[config.mk]
export PLATFORM = sky130hd
export DESIGN_NAME = pipelined_comparator
export DESIGN_NICKNAME = d
export VERILOG_FILES = /design/src/rtl/cmp_pkg.sv /design/src/rtl/cmp_core.sv /design/src/rtl/pipelined_comparator.sv
export SDC_FILE = /design/constraint.sdc
export NUM_CORES = 1
export LEC_CHECK = 0
export ABC_AREA = 1
export ABC_CLOCK_PERIOD_IN_PS = 1600
export BUFFER_PORTS_ARGS = -buffer_cell sky130_fd_sc_hd__buf_2
export CAP_MARGIN = 20
export CORE_ASPECT_RATIO = 1.75
export CORE_MARGIN = 2
export CORE_UTILIZATION = 51
export CTS_BUF_LIST = sky130_fd_sc_hd__clkbuf_4 sky130_fd_sc_hd__clkbuf_8
export CTS_CLUSTER_DIAMETER = 40
export DETAILED_ROUTE_END_ITERATION = 16
export HOLD_SLACK_MARGIN = 0.02
export PLACE_DENSITY = 0.94
export RECOVER_POWER = 25
export SETUP_SLACK_MARGIN = 0.05
export SYNTH_ARGS = -nofsm -noshare
export SYNTH_HDL_FRONTEND = slang
export SYNTH_HIERARCHICAL = 1
export SYNTH_SLANG_ARGS = --single-unit
export TNS_END_PERCENT = 30
[constraint.sdc]
create_clock -name clk -period 1.6 [get_ports clk]
set_input_delay 0.24 -clock clk [delete_from_list [all_inputs] [get_ports clk]]
set_output_delay 0.24 -clock clk [all_outputs]
set_load 0.02 [all_outputs]
[src/rtl/cmp_pkg.sv]
// Shared types and constants for the pipelined comparator.
package cmp_pkg;

  typedef enum logic [2:0] {
    OP_EQ  = 3'd0,
    OP_NE  = 3'd1,
    OP_LTS = 3'd2,
    OP_LTU = 3'd3,
    OP_GES = 3'd4,
    OP_GEU = 3'd5
  } cmp_op_t;

  // Highest legal op code; anything above it is reported through err.
  localparam logic [2:0] CMP_OP_LAST = 3'd5;

  typedef struct packed {
    logic c;
    logic err;
  } cmp_payload_t;

endpackage

[src/rtl/cmp_core.sv]
// Combinational compare of two WIDTH-bit operands under a selectable mode.
module cmp_core
  import cmp_pkg::*;
#(
  parameter int WIDTH = 32
) (
  input  logic [WIDTH-1:0] a,
  input  logic [WIDTH-1:0] b,
  input  logic [2:0]       op,
  output logic             c,
  output logic             err
);

  // Decode the mode and evaluate; codes past the last legal op give c=0, err=1.
  always_comb begin
    c   = 1'b0;
    err = (op > CMP_OP_LAST);
    case (op)
      OP_EQ:   c = (a == b);
      OP_NE:   c = (a != b);
      OP_LTS:  c = ($signed(a) < $signed(b));
      OP_LTU:  c = (a < b);
      OP_GES:  c = ($signed(a) >= $signed(b));
      OP_GEU:  c = (a >= b);
      default: c = 1'b0;
    endcase
  end

endmodule

[src/rtl/pipelined_comparator.sv]
// Pipelined comparator: input compare, STAGES-deep valid/ready pipeline with
// full backpressure, and a saturating count of consumed true results.
module pipelined_comparator
  import cmp_pkg::*;
#(
  parameter int WIDTH     = 32,
  parameter int STAGES    = 2,
  parameter int CNT_WIDTH = 16
) (
  input  logic                 clk,
  input  logic                 reset,
  input  logic                 in_valid,
  output logic                 in_ready,
  input  logic [WIDTH-1:0]     a,
  input  logic [WIDTH-1:0]     b,
  input  logic [2:0]           op,
  output logic                 out_valid,
  input  logic                 out_ready,
  output logic                 c,
  output logic                 err,
  output logic [CNT_WIDTH-1:0] true_count,
  input  logic                 clear_count
);

  logic         core_c;
  logic         core_err;
  cmp_payload_t core_p;

  logic [STAGES-1:0] stage_v;
  logic [STAGES-1:0] stage_en;
  cmp_payload_t      stage_p [STAGES];

  logic hs_out;

  cmp_core #(.WIDTH(WIDTH)) u_core (
    .a   (a),
    .b   (b),
    .op  (op),
    .c   (core_c),
    .err (core_err)
  );

  assign core_p = '{c: core_c, err: core_err};

  // A stage may load when it, or any stage downstream of it, has room to move.
  // Accumulating from the output end avoids a self-referencing enable vector.
  always_comb begin
    logic room;
    stage_en = '0;
    room     = out_ready;
    for (int i = STAGES - 1; i >= 0; i--) begin
      room        = room | ~stage_v[i];
      stage_en[i] = room;
    end
  end

  // Advance valid bits and payloads; payload only updates when a real beat arrives.
  always_ff @(posedge clk or posedge reset) begin
    if (reset) begin
      stage_v <= '0;
      for (int i = 0; i < STAGES; i++) begin
        stage_p[i] <= '0;
      end
    end else begin
      if (stage_en[0]) begin
        stage_v[0] <= in_valid;
        if (in_valid) begin
          stage_p[0] <= core_p;
        end
      end
      for (int i = 1; i < STAGES; i++) begin
        if (stage_en[i]) begin
          stage_v[i] <= stage_v[i-1];
          if (stage_v[i-1]) begin
            stage_p[i] <= stage_p[i-1];
          end
        end
      end
    end
  end

  assign in_ready  = stage_en[0];
  assign out_valid = stage_v[STAGES-1];
  assign c         = stage_p[STAGES-1].c;
  assign err       = stage_p[STAGES-1].err;
  assign hs_out    = out_valid & out_ready;

  // Count consumed true results, holding at all-ones; clear takes priority.
  always_ff @(posedge clk or posedge reset) begin
    if (reset) begin
      true_count <= '0;
    end else if (clear_count) begin
      true_count <= '0;
    end else if (hs_out && c && !err && (true_count != '1)) begin
      true_count <= true_count + CNT_WIDTH'(1);
    end
  end

endmodule

# Word level (Yosys, flattened, before mapping)
# Cells that the tools add are included.
# W data, S select, Z words.
# totals
inputBits,72
output_inout_bits,20
reg_bits,22
elab_cells,37
# op_classes
n_lt_le_gt_ge,5
n_eq_ne,8
bitwise,5
muxes,3
addsub,1
reduce_logical,8
# op_table
operator,count
$ge A32 B32 Y1,2
$lt A32 B32 Y1,2
$eq A32 B32 Y1,1
$mux W16,2
$ne A32 B32 Y1,1
$add A16 B1 Y16 const B,1
$ne A16 B16 Y1 const B,1
$eq A3 B2 Y1 const B,2
$eq A3 B3 Y1 const B,2
$pmux W1 S6,1
$reduce_and A2 Y1,2
$eq A3 B1 Y1 const B,1
$gt A3 B3 Y1 const B,1
$logic_and A1 B1 Y1,3
$logic_not A3 Y1,1
$not A1 Y1,2
$or A1 B1 Y1,2
$reduce_bool A2 Y1,1
$and A1 B1 Y1,1
$logic_not A1 Y1,1

# Longest topological paths before layout
# Gate-level depths: netlist of run 1.
# depth
word_depth,6
depth_mapped,18

# Modules after synthesis
# Netlist of run 1, hierarchy kept.
# by_module_without_submodules
mod,cells_per_inst,seq_area_each_um2,n_inst,area_per_inst_um2
pipelined_comparator,178,550.5,1,1285.0
cmp_core,170,0.0,1,1004.7

# Worst setup path after synthesis of run 1
# Ideal clock, no wire load.
# synth_timing
path_kind,input port to flip-flop
startpoint,input b[23]
endpoint,register stage_p[3] (netlist bit)
slack_ps,-136
n_path_buf,0
required_ps,1475
t_arrival_ps,1611
path_stages,14
cell_sequence,inv_1 > ha_1 > nand2_1 > nor2_1 > nand4_2 > nor2_4 > nand2_2 > nand4_2 > nand2_1 > clkinv_1 > nand2_1 > nor2_1 > nand3_1 > mux2_2
# synth_between
elab_chain_cells,2
elab_cells_between_ends,7
classes_between,4 x order compare; 2 x eq/ne; 1 x mux
# synth_rtl
element,line,text
"start, declared",pipelined_comparator.sv:15,"input logic [WIDTH-1:0] b,"
"$ge A32 B32 Y1, or another cell as far along",cmp_core.sv:24,OP_GEU: c = (a >= b);
$pmux W1 S6 *,cmp_core.sv:18,case (op)
via core_c,pipelined_comparator.sv:25,logic core_c;
"end signal, assigned by index",pipelined_comparator.sv:75,stage_p[i] <= stage_p[i-1];
"end, declared",pipelined_comparator.sv:31,cmp_payload_t stage_p [STAGES];
# Mark *: on every way through the listed nets, which the timed path passes. The rest lies on a longest branch.
# A chain may end at the register's enable or synchronous reset.

# Final worst setup path of run 1
# layout_timing
startpoint,input b[21]
endpoint,register stage_p[3] (netlist bit)
# Same word-level chain as after synthesis.

==> flow_summary.ini, run 1 <==
[cts]
cts-buffers-inserted = 3
cts_max_level = 1
clock_latency_on_the_worst_skew_pair_ns = 0.27
clk_pin_slew_ns = 0.08
cts.sinks = 22
cts_max_path_buffers = 2
root_buffer = sky130_fd_sc_hd__clkbuf_8
cts_tree = built

[setup_path]
cp_common_cell = sky130_fd_sc_hd__nand2_2
crit_arrival_ns = 1.88
critical-path-slowest-cell = sky130_fd_sc_hd__ha_4
ff2ff_setup_slack_ns = 0.06
cell_chain_of_the_critical_path = buf_8 > inv_12 > ha_4 > nand2_4 > nor2_4 > nand4_4 > nor2_4 > nand2_2 > nand4_2 > nand2_2 > inv_2 > nand2_2 > nor2_2 > nand3_1 > mux2_4
critical_path.max_fanout = 3
path_delay_family = simple AND/OR/NAND/NOR gates
crit_path_start_kind = input pin
path_class = input pin to flop
path_buf_inv = 3
type_of_destination_of_the_critical_path = flop
critPathMaxStageDelay_ns = 0.28
critPathRequiredTime_ns = 1.76

[finish]
filler_cell_count = 256
finish.utilization_pct = 82.71
most-common-layout-cells = sky130_fd_sc_hd__buf_2 (85), sky130_fd_sc_hd__nand2_1 (77), sky130_fd_sc_hd__inv_1 (49)
area.growth.synth_to_final_pct = 57.65
drive_above_1_share_pct = 49.89
antenna-diode-count = 0
nNetsFinal = 567
layout.cells.most_common = sky130_fd_sc_hd__buf_2

[routing]
detail_route.drc_violations = 0
detail_route.iter0.violations = 88
detail-route-antenna-nets = 0
viasPerCell = 5.387
routed_wire_length_per_instance_um = 14.51
route.final.wire_length_um = 7429
detailedRoute.firstPassIterationCount = 5
dr_total_vias = 2758

[grt]
antenna_found_initial = 0
total_global_routing_overflow = 0
grt_start_max_net_pins = 23
grt.total_usage_pct = 27.09
grt_first_pass_wirelength_um = 10510
grt_pass1_vias = 2642

[timing]
fin_worst_skew_ns = 0.002675
hold_slack_ns = 0.2505
timing.setup.tns_ns = -0.1239
worst-slew-pin-transition_ns = 0.5807
slew_headroom_pct = 61.29
final_min_period_over_clock_period_pct = 107.7
finalSetupViolations = 1
final_period_minus_worst_setup_slack_ns = 1.724
max_clock_freq_mhz = 580.1
number_of_pins_with_negative_max_slew_slack_in_the_final_report = 0
hold_viol = 0
fin_ws_ns = -0.1239
rsz0062_at_grt = true

[yosys]
synth-adder-area-share_pct = 18.03
synthesis.yosys.warnings = 6
ys_top_cells_by_area = sky130_fd_sc_hd__dfrtp_1 (24%), sky130_fd_sc_hd__ha_1 (18%), sky130_fd_sc_hd__nand2_1 (17%)
synth_cells = 348
synth_simple_gate_area_share_pct = 37.27
post_synth_mux_area_share_pct = 1.475
synth.cell_area_um2 = 2290
netlist-cell-type-count = 26
synth_compound_gate_area_share_pct = 6.721
xor_xnor_fraction_of_synth_area_pct = 0.7650
post-synth-top-area-fraction_pct = 24.04
synth-seq-area-share_pct = 24.04
synthesis.area_per_instance_um2 = 6.580
yosys.area.top_type = sky130_fd_sc_hd__dfrtp_1
main_combinational_cell_family_by_area_after_synthesis = simple AND/OR/NAND/NOR gates
mappedNetlistNets = 453
synth.ff_latch_count = 22

[hold_path]
worst_hold_path_type = input pin to flop

[placed_design]
gp_routability_congestion = 0.8132
placement_stage_worst_setup_slack_ns = -0.3769
hpwl_um = 5336
port-buffer-count = 91

[die]
boundaryPins = 92
die_x_um = 54.65
initial_core_util_pct = 52.47
die_outline_height_um = 92.64
core_area_um2 = 4364
design.die.area_um2 = 5063
placement_rows = 32

[power_and_ir_drop]
fin_total_pwr_mw = 1.858
power.density_cell_area_nw_per_um2 = 514.7
vdd_ir_drop_max_mv = 0.3845
leakage_nw = 1.943

[run_status]
status = complete, but fails checks
failed_checks = setup timing

[run]
timing.max_cap.violations = 0
[flip-flops by register name, summed over array words and instances (netlist names)]
signal	cells
c	1
err	1
stage_p	2
stage_v	2
true_count	16
[per-layer routing]
layer	global-route usage [%]	vias to the layer above	part of all wire (%)
li1	-	1327	-
met2	51.29	111	58
met1	26.80	1302	34
met5	0	-	0
met3	3.871	18	5.2
met4	11.25	0	2.2
[timing repair]
action / in CTS / in global routing
pin swaps: 19 / 33
buffers inserted: 0 / 3
hold buffers: 1 / 0
endpoints found under the setup margin: 13 / 17
gates resized for setup: 36 / 56
hold endpoints to repair: 22 / 0
[kinds of logic after synthesis]
group / count (synthesis)
simple gates: 192
buf+inv: 69
fa+ha+maj: 33
compound gates: 27
flops: 22
mux: 3
xor+xnor: 2
[final cells by class]
class	instances	area [um2]	share of cell area (%)
Inverter	66	280.3	7.764
Timing Repair Buffer	112	670.6	18.58
Sequential cell	22	556.8	15.42
Clock buffer	4	55.05	1.525
Multi-Input combinational cell	257	1983	54.94
Tap cell	51	63.81	1.768
[worst min-delay path: cells and delay by family]
kind | cells | cell delay (ns)
and+or+nand+nor | 2 | 0.17
buffers and inverters | 1 | 0.07
[cell usage after synthesis (all sizes together)]
cell type	n
a21o	1
a21oi	15
buf	3
clkinv	1
dfrtp	22
ha	33
inv	65
mux2	3
nand2	112
nand3	24
nand4	13
nor2	39
nor3	3
nor3b	1
o21a	2
o21ai	6
o21bai	3
xor2	2
[report_power, final]
part           switching (mW)  leakage [nW]  internal (mW)  total [mW]
Combinational           0.442          1.63          0.378       0.819
Sequential             0.0317         0.288          0.596       0.627
Clock                   0.191        0.0288          0.220       0.411
Total                   0.665          1.94           1.19        1.86
[final timing paths]
check,start,endpoint,cells past startpoint
hold reg to reg,stage_p[2],stage_p[2],1
min in group asynchronous,reset,true_count[3],4
hold / removal,in_valid,stage_v[0],3
max in group asynchronous,reset,true_count[7],4
setup / recovery,b[21],stage_p[3],15
setup reg to reg,true_count[1],true_count[10],10
[through the flow]
step | std cells | cell area (um2)
after floorplan | 348 | 2496
after global placement | 504 | 3133
after detailed placement | 504 | 3133
after CTS | 509 | 3402
after global routing | 512 | 3610
final | 512 | 3610
Note: power is estimated with default switching activity, not from simulation.
==> run 2, diff against run 1 <==
--- a/config.mk
+++ b/config.mk
@@ -16,9 +16,9 @@
 export CTS_CLUSTER_DIAMETER = 40
 export DETAILED_ROUTE_END_ITERATION = 16
 export HOLD_SLACK_MARGIN = 0.02
-export PLACE_DENSITY = 0.94
+export PLACE_DENSITY = 0.84
 export RECOVER_POWER = 25
-export SETUP_SLACK_MARGIN = 0.05
+export SETUP_SLACK_MARGIN = 0.2
 export SYNTH_ARGS = -nofsm -noshare
 export SYNTH_HDL_FRONTEND = slang
 export SYNTH_HIERARCHICAL = 1
==> run 2 against run 1 <==
Compared with the run above:
- the run still ends with setup timing left
- sequential share of layout area down 1.2 points
- wire length rose by 36%
- critical path depth down 1
- final cell count is 3.1% higher
- largest cell class unchanged
- final area is 7.9% higher
- register-to-register slack got worse by 0.04 ns
- non-clock buffer count grew 16
- worst setup slack worse by 0.20 ns
- utilization up 6.5 points
==> flow_summary.ini, run 2 (synthesis results as in run 1) <==
[run_status]
status = complete, but fails checks
failed_checks = setup timing

[die]
placement_rows = 32
design.die.area_um2 = 5063
die_outline_height_um = 92.64
die_x_um = 54.65
initial_core_util_pct = 52.47
boundaryPins = 92
core_area_um2 = 4364

[placed_design]
gp_routability_congestion = 0.8770
hpwl_um = 5157
placement_stage_worst_setup_slack_ns = -0.3993
port-buffer-count = 91

[routing]
route.final.wire_length_um = 10080
top_signal_layer_used = met4
met2_wl_um = 5581
dr_total_vias = 3061
detail_route.drc_violations = 0
met3_length_um = 680
detailedRoute.firstPassIterationCount = 5
viasPerCell = 5.797
routed_wire_length_per_instance_um = 19.09
detail_route.iter0.violations = 125
detail-route-antenna-nets = 0
m1WireLength_um = 3123

[finish]
antenna-diode-count = 0
layout_top_registers = true_count x16, stage_p x2, stage_v x2
layout.cells.most_common = sky130_fd_sc_hd__buf_2
largest_register_ff_count = 16
nNetsFinal = 583
most-common-layout-cells = sky130_fd_sc_hd__buf_2 (81), sky130_fd_sc_hd__nand2_1 (66), sky130_fd_sc_hd__inv_1 (41)
drive_above_1_share_pct = 55.35
largest_register = true_count
area.growth.synth_to_final_pct = 70.05
filler_cell_count = 204

[grt]
grt_pass1_vias = 3017
grt_first_pass_wirelength_um = 12940
total_global_routing_overflow = 0
grt.total_usage_pct = 34.07
grt_start_max_net_pins = 23
antenna_found_initial = 0

[power_and_ir_drop]
vdd_ir_drop_max_mv = 0.5647
leakage_nw = 2.092
fin_total_pwr_mw = 1.997
pwr-share-clk_pct = 21.1
intPower_mw = 1.240
power.density_cell_area_nw_per_um2 = 512.9
comb_power_share_pct = 47.3
netSwitchingFraction_pct = 37.90
power.net_switching_mw = 0.7568
seqPwrFrac_pct = 31.6

[timing]
rsz0062_at_grt = true
final_min_period_over_clock_period_pct = 120.0
fin_worst_skew_ns = 0.01010
fin_ws_ns = -0.3200
final_period_minus_worst_setup_slack_ns = 1.920
max_clock_freq_mhz = 520.8
worst-slew-pin-transition_ns = 0.6106
finalSetupViolations = 1
hold_viol = 0
number_of_pins_with_negative_max_slew_slack_in_the_final_report = 0
slew_headroom_pct = 59.29

[cts]
cts_max_level = 1
cts_tree = built
clock_latency_on_the_worst_skew_pair_ns = 0.27
clk_pin_slew_ns = 0.09
cts-buffers-inserted = 3
root_buffer = sky130_fd_sc_hd__clkbuf_8
cts_max_path_buffers = 2
cts.sinks = 22

[setup_path]
type_of_destination_of_the_critical_path = flop
critical_path.startpoint = b[11]
critical_path.max_fanout = 4
critPathRequiredTime_ns = 1.76
crit_arrival_ns = 2.08
path_class = input pin to flop
crit_path_start_kind = input pin
worst_r2r_startpoint = true_count[0]
ff2ff_setup_slack_ns = 0.02

[hold_path]
worst_hold_path_type = input pin to flop
holdCritStartpoint = out_ready

[run]
timing.max_cap.violations = 0
run 2: cell count changes in the layout (fill, tap and decap cells not counted), sizes merged:
cell / before / now
buf: 110 / 125
clkbuf: 5 / 6
clkinv: 0 / 1
inv: 66 / 65
run 2: cell type report:
cell class	count	area [um2]	share of cell area [%]
clock buffers	4	55.05	1.414
inverters	66	285.3	7.326
multi-input cells	257	2086	53.57
flip-flops and latches	22	554.3	14.24
well taps	51	63.81	1.639
repair buffers	128	849.6	21.82
run 2: worst paths after layout:
kind                            depth (start not counted)        endpoint
worst min register to register                          1      stage_p[2]
min in group asynchronous                               4   true_count[5]
worst max register to register                          9  true_count[10]
worst min-delay path                                    4      stage_v[1]
max in group asynchronous                               4   true_count[1]
worst max-delay path                                   14      stage_p[3]
run 2: through the flow:
stage	TNS [ns]	area, um2	cells	util [%]	hold WS (ns)
after floorplan	-0.07260	2524	348	-	0.2291
after global placement	-0.3135	3176	506	72.76	0.2906
after detailed placement	-0.3993	3176	506	72.76	0.2929
after CTS	-0.02343	3615	520	82.83	0.2692
after global routing	-0.6155	3894	528	89.22	0.3183
final	-0.3200	3894	528	89.22	0.2906
run 2: repair_timing:
| action | 4_1_cts | 5_1_grt |
|---|---|---|
| hold buffers | 1 | 0 |
| hold endpoints to repair | 22 | 0 |
| buffers inserted | 9 | 7 |
| resized for setup | 59 | 64 |
| gates cloned | 0 | 1 |
| endpoints found under the setup margin | 17 | 17 |
| pin swaps | 41 | 38 |
run 2: power by group through the flow:
stage               combinational (mW)  clock [mW]  sequential [mW]
floorplan                        0.354           0            0.667
global placement                 0.607           0            0.636
detailed placement               0.633           0            0.638
CTS                              0.771       0.410            0.626
global route                      1.00       0.439            0.634
finish                           0.944       0.422            0.631
run 2: critical path, stage by stage:
cell and delay [ns]:
sky130_fd_sc_hd__buf_2 0.10, sky130_fd_sc_hd__inv_1 0.08, sky130_fd_sc_hd__ha_4 0.21, sky130_fd_sc_hd__a21oi_1 0.26, sky130_fd_sc_hd__nand2_1 0.12, sky130_fd_sc_hd__a21oi_2 0.18, sky130_fd_sc_hd__nand2_2 0.10, sky130_fd_sc_hd__nand2_4 0.10
sky130_fd_sc_hd__nand3_2 0.08, sky130_fd_sc_hd__nand2_1 0.07, sky130_fd_sc_hd__inv_1 0.04, sky130_fd_sc_hd__nor2_1 0.12, sky130_fd_sc_hd__nand3_1 0.09, sky130_fd_sc_hd__mux2_4 0.28
run 2: routing by layer:
metal  vias up  track usage [%]
met5         -                0
met4         0            19.17
met2       203            62.70
met3        74            5.484
met1      1424            32.73
li1       1360                -
==> run 3, diff against run 2 <==
--- a/config.mk
+++ b/config.mk
@@ -17,7 +17,7 @@
 export DETAILED_ROUTE_END_ITERATION = 16
 export HOLD_SLACK_MARGIN = 0.02
 export PLACE_DENSITY = 0.84
-export RECOVER_POWER = 25
+export RECOVER_POWER = 50
 export SETUP_SLACK_MARGIN = 0.2
 export SYNTH_ARGS = -nofsm -noshare
 export SYNTH_HDL_FRONTEND = slang
==> run 3 against run 2 <==
Compared with the run above:
- the run still ends with setup timing left
- global-route usage did not move
- clock-buffer cell count did not move
- sequential cell count did not move
==> flow_summary.ini, run 3 (synthesis results as in run 1) <==
[placed_design]
dp_cells = 506
port-buffer-count = 91
gp_routability_congestion = 0.8770
hpwl_um = 5157

[cts]
cts_tree = built
root_buffer = sky130_fd_sc_hd__clkbuf_8
clk_pin_slew_ns = 0.09
cts_max_path_buffers = 2
cts-buffers-inserted = 3
cts_max_level = 1
cts.sinks = 22
clock_latency_on_the_worst_skew_pair_ns = 0.27

[finish]
final_cell_count_no_fill = 528
area.growth.synth_to_final_pct = 69.89
filler_cell_count = 205
drive_above_1_share_pct = 54.72
nNetsFinal = 583
layout.cells.most_common = sky130_fd_sc_hd__buf_2
most-common-layout-cells = sky130_fd_sc_hd__buf_2 (78), sky130_fd_sc_hd__nand2_1 (66), sky130_fd_sc_hd__inv_1 (41)
largest_register_ff_count = 16
antenna-diode-count = 0
largest_register = true_count
layout_top_registers = true_count x16, stage_p x2, stage_v x2

[run_status]
failed_checks = setup timing
status = complete, but fails checks

[setup_path]
path_delay_family = simple AND/OR/NAND/NOR gates
type_of_destination_of_the_critical_path = flop
crit_arrival_ns = 2.15
path_buf_inv = 3
critical_path.max_fanout = 4
critical-path-slowest-cell = sky130_fd_sc_hd__mux2_4
crit_path_start_kind = input pin
cp_common_cell = sky130_fd_sc_hd__nand2_1
critical_path.startpoint = b[19]
cell_chain_of_the_critical_path = buf_2 > inv_2 > ha_4 > a21oi_1 > nand2_1 > nand2_1 > nand2_2 > a21oi_4 > nand3_2 > nand2_1 > inv_1 > nor2_1 > nand3_1 > mux2_4
critPathRequiredTime_ns = 1.76
critPathMaxStageDelay_ns = 0.29
worst_r2r_startpoint = true_count[9]
path_class = input pin to flop

[routing]
detail_route.drc_violations = 0
detail_route.iter0.violations = 165
routed_wire_length_per_instance_um = 19.19
route.final.wire_length_um = 10130
detailedRoute.firstPassIterationCount = 5
viasPerCell = 5.845
dr_total_vias = 3086
detail-route-antenna-nets = 0

[timing]
fin_ws_ns = -0.3918
number_of_pins_with_negative_max_slew_slack_in_the_final_report = 0
max_clock_freq_mhz = 502.1
rsz0062_at_grt = true
hold_viol = 0
slew_headroom_pct = 59.48
worst-slew-pin-transition_ns = 0.6078
fin_worst_skew_ns = 0.009442
final_period_minus_worst_setup_slack_ns = 1.992
finalSetupViolations = 1
final_min_period_over_clock_period_pct = 124.5
hold_slack_ns = 0.2903

[die]
initial_core_util_pct = 52.47
placement_rows = 32
design.die.area_um2 = 5063
die_outline_height_um = 92.64
core_area_um2 = 4364
boundaryPins = 92
die_x_um = 54.65

[run]
timing.max_cap.violations = 0

[hold_path]
holdCritStartpoint = out_ready
worst_hold_path_type = input pin to flop

[power_and_ir_drop]
netSwitchingFraction_pct = 38.15
comb_power_share_pct = 47.1
leakage_nw = 2.081
power.net_switching_mw = 0.7620
vdd_ir_drop_max_mv = 0.5692
power.density_cell_area_nw_per_um2 = 513.5
seqPwrFrac_pct = 31.6
intPower_mw = 1.236
fin_total_pwr_mw = 1.998
pwr-share-clk_pct = 21.3

[grt]
grt.total_usage_pct = 34.07
total_global_routing_overflow = 0
grt_first_pass_wirelength_um = 12940
grt_pass1_vias = 3017
grt_start_max_net_pins = 23
antenna_found_initial = 0
-- run 3: cell count changes in the layout (fill, tap and decap cells not counted) --
cell	before	now
sky130_fd_sc_hd__buf_2	81	78
sky130_fd_sc_hd__clkbuf_1	0	3
-- run 3: worst paths after layout --
check / slack, ns / to / cells after the start
worst min-delay path: 0.29 / stage_v[1] / 4
worst min register to register: 0.51 / stage_p[2] / 1
min in group asynchronous: 0.65 / stage_p[3] / 4
max in group asynchronous: 0.50 / true_count[1] / 4
worst max register to register: 0.03 / true_count[2] / 9
worst max-delay path: -0.39 / stage_p[3] / 14
-- run 3: per-stage QoR --
stage	setup WS (ns)	utilization [%]	instance area [um2]	setup TNS [ns]
final	-0.3918	89.13	3890	-0.3918
after CTS	-0.02343	82.83	3615	-0.02343
after global placement	-0.3135	72.76	3176	-0.3135
after floorplan	-0.07260	-	2524	-0.07260
after detailed placement	-0.3993	72.76	3176	-0.3993
after global routing	-0.3761	89.13	3890	-0.6155
-- run 3: what timing repair did --
action / 4_1_cts / 5_1_grt
buffers inserted: 9 / 7
pin swaps: 41 / 38
endpoints found under the hold margin: 22 / 0
hold buffers: 1 / 0
endpoints found under the setup margin: 17 / 17
gates resized for setup: 59 / 64
cloned: 0 / 1
-- run 3: area by class of cell --
cell class              count  area, um2  share of cell area, %
inverters                  66      285.3                  7.334
flip-flops and latches     22      554.3                  14.25
repair buffers            128      845.8                  21.74
multi-input cells         257       2086                  53.62
clock buffers               4      55.05                  1.415
well taps                  51      63.81                  1.640
-- run 3: per-layer routing --
metal / vias up / GRT usage (%) / wire [um]
met5: - / 0 / 0
met4: 0 / 19.17 / 832
met3: 86 / 5.484 / 705
met2: 208 / 62.70 / 5466
met1: 1432 / 32.73 / 3126
li1: 1360 / - / -
-- run 3: worst register-to-register path, delay by kind of cell (launching register included) --
| kind | cells | cell delay [ns] |
|---|---|---|
| buffers and inverters | 1 | 0.20 |
| flip-flops | 1 | 0.37 |
| AND/OR/NAND/NOR | 8 | 0.95 |
-- run 3: power by group through the flow --
stage	Sequential (mW)	Clock (mW)	Combinational (mW)
finish	0.631	0.425	0.941
global route	0.634	0.439	0.996
CTS	0.626	0.410	0.771
detailed placement	0.638	0	0.633
global placement	0.636	0	0.607
floorplan	0.667	0	0.354
